==> config.mk <==
export PLATFORM = sky130hd
export DESIGN_NAME = chunked_serial_adder
export DESIGN_NICKNAME = d
export VERILOG_FILES = /design/src/rtl/chunked_serial_adder.sv
export SDC_FILE = /design/constraint.sdc
export NUM_CORES = 1
export LEC_CHECK = 0
export CAP_MARGIN = 15
export CORE_UTILIZATION = 51
export CTS_BUF_LIST = sky130_fd_sc_hd__clkbuf_16
export CTS_CLUSTER_SIZE = 24
export DETAILED_ROUTE_END_ITERATION = 10
export MAX_ROUTING_LAYER = met4
export PLACE_DENSITY = 0.78
export SETUP_SLACK_MARGIN = 0.02
export SLEW_MARGIN = 15
export SYNTH_ARGS = -nofsm -noshare
export SYNTH_HDL_FRONTEND = slang
export SYNTH_SLANG_ARGS = --single-unit
==> constraint.sdc <==
create_clock -name clk -period 1.9 [get_ports clk]
set_clock_uncertainty 0.1 [all_clocks]
set_input_delay 0.38 -clock clk [delete_from_list [all_inputs] [get_ports clk]]
set_output_delay 0.38 -clock clk [all_outputs]
set_load 0.03 [all_outputs]
==> src/rtl/chunked_serial_adder.sv <==
// chunked_serial_adder: WIDTH-bit add/subtract that consumes CHUNK bits per
// clock. A registered carry links each chunk to the next one, so a single
// CHUNK-bit adder is reused for the whole operand.
//
// state | meaning
// IDLE  | waiting for start
// RUN   | adding one chunk per cycle, low chunk first
// DONE  | one-cycle result strobe; a new start is also accepted here
module chunked_serial_adder #(
  parameter int WIDTH = 8,
  parameter int CHUNK = 1
) (
  input  logic             clk,
  input  logic             rst_n,
  input  logic             start,
  input  logic             sub,
  input  logic [WIDTH-1:0] a,
  input  logic [WIDTH-1:0] b,
  output logic             busy,
  output logic             done,
  output logic [WIDTH-1:0] sum,
  output logic             cout,
  output logic             ovf
);

  localparam int NCH = WIDTH / CHUNK;
  localparam int CW  = (NCH > 1) ? $clog2(NCH) : 1;
  localparam logic [CW-1:0] LAST_IDX = CW'(NCH - 1);

  generate
    if (WIDTH < 1 || CHUNK < 1 || (WIDTH % CHUNK) != 0) begin : g_bad_params
      $error("chunked_serial_adder: WIDTH must be a nonzero multiple of CHUNK");
    end
  endgenerate

  typedef enum logic [1:0] {
    IDLE = 2'd0,
    RUN  = 2'd1,
    DONE = 2'd2
  } state_t;

  state_t           state;
  // Operands are shifted right each RUN cycle, so the active chunk is
  // always in the low CHUNK bits; on the last chunk the operand sign bits
  // sit at bit CHUNK-1.
  logic [WIDTH-1:0] op_a;
  logic [WIDTH-1:0] op_b;
  logic             carry;
  logic [CW-1:0]    idx;
  logic [WIDTH-1:0] partial;

  logic [CHUNK:0]         chunk_add;
  logic [WIDTH+CHUNK-1:0] partial_cat;
  logic [WIDTH-1:0]       partial_next;
  logic                   ovf_next;

  // One chunk of the addition plus the partial-sum shift-in from the top.
  always_comb begin
    chunk_add    = {1'b0, op_a[CHUNK-1:0]} + {1'b0, op_b[CHUNK-1:0]}
                 + {{CHUNK{1'b0}}, carry};
    partial_cat  = {chunk_add[CHUNK-1:0], partial};
    partial_next = partial_cat[WIDTH+CHUNK-1:CHUNK];
    ovf_next     = (op_a[CHUNK-1] == op_b[CHUNK-1])
                && (chunk_add[CHUNK-1] != op_a[CHUNK-1]);
  end

  // Control FSM, datapath registers and registered result/handshake outputs.
  always_ff @(posedge clk or negedge rst_n) begin
    if (!rst_n) begin
      state   <= IDLE;
      op_a    <= '0;
      op_b    <= '0;
      carry   <= 1'b0;
      idx     <= '0;
      partial <= '0;
      busy    <= 1'b0;
      done    <= 1'b0;
      sum     <= '0;
      cout    <= 1'b0;
      ovf     <= 1'b0;
    end else begin
      case (state)
        IDLE, DONE: begin
          done <= 1'b0;
          if (start) begin
            op_a  <= a;
            op_b  <= sub ? ~b : b;
            // Subtract is a + ~b + 1; the +1 enters as the initial carry,
            // which also keeps a previous cout from leaking into chunk 0.
            carry <= sub;
            idx   <= '0;
            busy  <= 1'b1;
            state <= RUN;
          end else begin
            busy  <= 1'b0;
            state <= IDLE;
          end
        end
        RUN: begin
          op_a    <= op_a >> CHUNK;
          op_b    <= op_b >> CHUNK;
          carry   <= chunk_add[CHUNK];
          partial <= partial_next;
          idx     <= idx + CW'(1);
          if (idx == LAST_IDX) begin
            state <= DONE;
            busy  <= 1'b0;
            done  <= 1'b1;
            sum   <= partial_next;
            cout  <= chunk_add[CHUNK];
            ovf   <= ovf_next;
          end
        end
        default: begin
          state <= IDLE;
          busy  <= 1'b0;
          done  <= 1'b0;
        end
      endcase
    end
  end

endmodule

==> impl_metrics.env <==
export IMPL_status="complete, no violations"
export IMPL_p_clk_frac=0.277
export IMPL_drc=0
export IMPL_syn_area_um2=1720
export IMPL_final_max_slew_viol_count=0
export IMPL_synth_cell_types=24
export IMPL_drtIter0Drc=27
export IMPL_max_vdd_ir_drop_v=0.000890
export IMPL_viasPerCell=5.34
export IMPL_floorplan_rows=20
export IMPL_setup_viol=0
export IMPL_busiest_layer="met2"
export IMPL_die_h_um=60.0
export IMPL_final_util=0.732
export IMPL_synth_top_area_frac=0.583
export IMPL_root_buffer="clkbuf_16"
export IMPL_cts_setup_buffers=0
export IMPL_final_common_cell="dfrtp_1"
export IMPL_worstSetupPathType="flip-flop to output port"
export IMPL_synth_flop_cell="dfrtp_1"
export IMPL_place_inst=209
export IMPL_cts_buffers=5
export IMPL_start_kind="flip-flop"
export IMPL_cp_end_kind="output port"
export IMPL_syn_area_per_cell_um2=12.6
export IMPL_register_area_um2=1000
export IMPL_power_leakage_nw=1.03
export IMPL_cts_sinks=40
export IMPL_cts_max_path_buffers=2
export IMPL_grt_setup_unrepaired="false"
export IMPL_synth_edff_count=0
export IMPL_wl_per_cell_um=15.3
export IMPL_io_pin_count=32
export IMPL_diodes=0
export IMPL_syn_nets=159
export IMPL_final_hold_viol_count=0
export IMPL_use_met3=0.0758
export IMPL_max_stage_delay_ns=0.69
export IMPL_multi_input_area_um2=647
export IMPL_grt_max_degree=41
export IMPL_grt_util_met2=0.367
export IMPL_fin_crit_ns=1.83
export IMPL_path_cells="clkdlybuf4s50_1"
export IMPL_fmax_mhz=546
export IMPL_worst_slack_ns=0.0669
export IMPL_intPower_mw=2.95
export IMPL_mostFrequentLayoutCells="40 x dfrtp_1, 30 x clkdlybuf4s50_1, 16 x mux2_2, 9 x nand3_1, 9 x nand2_1"
export IMPL_pre_cts_slack_ns=0.163
export IMPL_switching_share=0.321
export IMPL_crit_required_ns=1.42
export IMPL_worstPathBufferInverterCount=1
export IMPL_yosysWarnings=0
export IMPL_gr_total_overflow=0
export IMPL_combPwrFrac=0.373
export IMPL_ys_ff_latch=40
export IMPL_area_growth_pct=33.5
export IMPL_async_flop_share=1.00
export IMPL_dr_pass1_iters=3
export IMPL_routed_wl_um=3330
export IMPL_power_mw=4.35
export IMPL_hold_slack_ns=0.0516
export IMPL_clkLatencyLatePin_ns=0.28
export IMPL_nFillCells=216
export IMPL_use_met1=0.273
export IMPL_fp_dieW_um=60.0
export IMPL_yosys_area_top_type="dfrtp_1"
export IMPL_dieArea_um2=3600
export IMPL_finalWeightedCongestion=0.855
export IMPL_initial_core_util=0.549
export IMPL_cp_slowest_cell="clkdlybuf4s50_1"
export IMPL_core_area_um2=3130
export IMPL_nets=195
export IMPL_placed_area_um2=2080
export IMPL_synth_area_leaders="dfrtp_1 58%, mux2_2 10%, a221o_1 4.1%, xnor2_1 3.6%, a22oi_1 3.5%"
export IMPL_layoutNonFillerInstCount=217
export IMPL_p_seq_frac=0.350
export IMPL_post_cts_resized=0
export IMPL_antenna_found_initial=0
export IMPL_min_period_over_period=0.965
export IMPL_grt_pass1_wl_um=5640
export IMPL_worstMarginPinSlew_ns=0.485
export IMPL_clk_pin_slew_ns=0.06
export IMPL_track_usage=0.232
export IMPL_arrival_ns=1.35
export IMPL_crit_family="buffers and inverters"
export IMPL_drtAntennaViolNets=0
export IMPL_postCtsHoldBufs=0
export IMPL_dpl_hpwl_um=2220
export IMPL_cts_tree="built"
export IMPL_slew_headroom=0.676
export IMPL_dr_total_vias=1158
export IMPL_netlist_instances=136
export IMPL_port_buffers=31
export IMPL_power_switching_mw=1.40
export IMPL_ys_seq_area_frac=0.583
export IMPL_fin_area_um2=2290
export IMPL_crit_fanout=4
export IMPL_drive_gt1_frac=0.197
export IMPL_fin_setup_tns_ns=0
export IMPL_hold_class="input pin to asynchronous set/reset pin"
export IMPL_grt_pass1_vias=1192
export IMPL_cap_violations=0
export IMPL_power_density_nw_per_um2=1900
export IMPL_htreeDepth=2
[routing by layer]
metal | wire (µm) | share of wire
met5 | 0 | 0
met4 | 61 | 0.018
met3 | 120 | 0.036
met2 | 1720 | 0.52
met1 | 1430 | 0.43
[worst register-to-register path, cell delays in order (launching register included)]
cell and delay [ns]:
dfrtp_1 0.41, ha_1 0.21, ha_1 0.21, nand3b_1 0.09, buf_4 0.19, mux2_2 0.36
[state kept, by name, indices dropped and copies added (netlist names)]
name	cells
partial	7
state	1
sum	8
busy	1
cout	1
carry	1
done	1
ovf	1
idx	3
op_a	8
op_b	8
[cell families (layout without fill, tap and decap cells)]
group / after synthesis / in the layout / synth area share
AOI/OAI and AO/OA: 24 / 24 / 0.112
and+or+nand+nor: 33 / 33 / 0.0926
muxes: 16 / 16 / 0.105
xor gates and xnor gates: 8 / 8 / 0.0408
DFF: 40 / 40 / 0.583
buffers and inverters: 12 / 49 / 0.0401
adders and majority gates: 3 / 3 / 0.0262
[cell usage after synthesis (all sizes together) (3+ instances only)]
| library cell | instances |
|---|---|
| a221o | 7 |
| a22o | 4 |
| a22oi | 8 |
| buf | 9 |
| dfrtp | 40 |
| mux2 | 16 |
| nand2 | 9 |
| nand3 | 9 |
| nor2 | 9 |
| o21ai | 3 |
| xnor2 | 7 |
[layout make-up]
cell class | instances | share of cell area
timing repair buffer | 39 | 0.159
multi-input combinational | 84 | 0.282
tap | 44 | 0.0240
clock buffer | 5 | 0.0546
clock inverter | 3 | 0.0393
inverter | 2 | 0.00328
sequential | 40 | 0.437
[final timing paths]
check / to / slack (ns) / from / cells after the start
max: done / 0.07 / done / 1
min reg2reg: ovf / 0.38 / ovf / 2
min: sum[4] / 0.05 / rst_n / 2
max reg2reg: sum[7] / 0.22 / idx[0] / 5
min in group clk: ovf / 0.38 / ovf / 2
max in group asynchronous: cout / 1.31 / rst_n / 2
[power by group through the flow]
stage	logic [mW]	registers (mW)	clock network, mW
detailed placement	1.62	1.53	0
global placement	1.56	1.50	0
global route	1.79	1.57	1.26
finish	1.62	1.52	1.21
floorplan	0.939	1.69	0
CTS	1.64	1.52	1.22
Power figures use the tool's default switching activity.
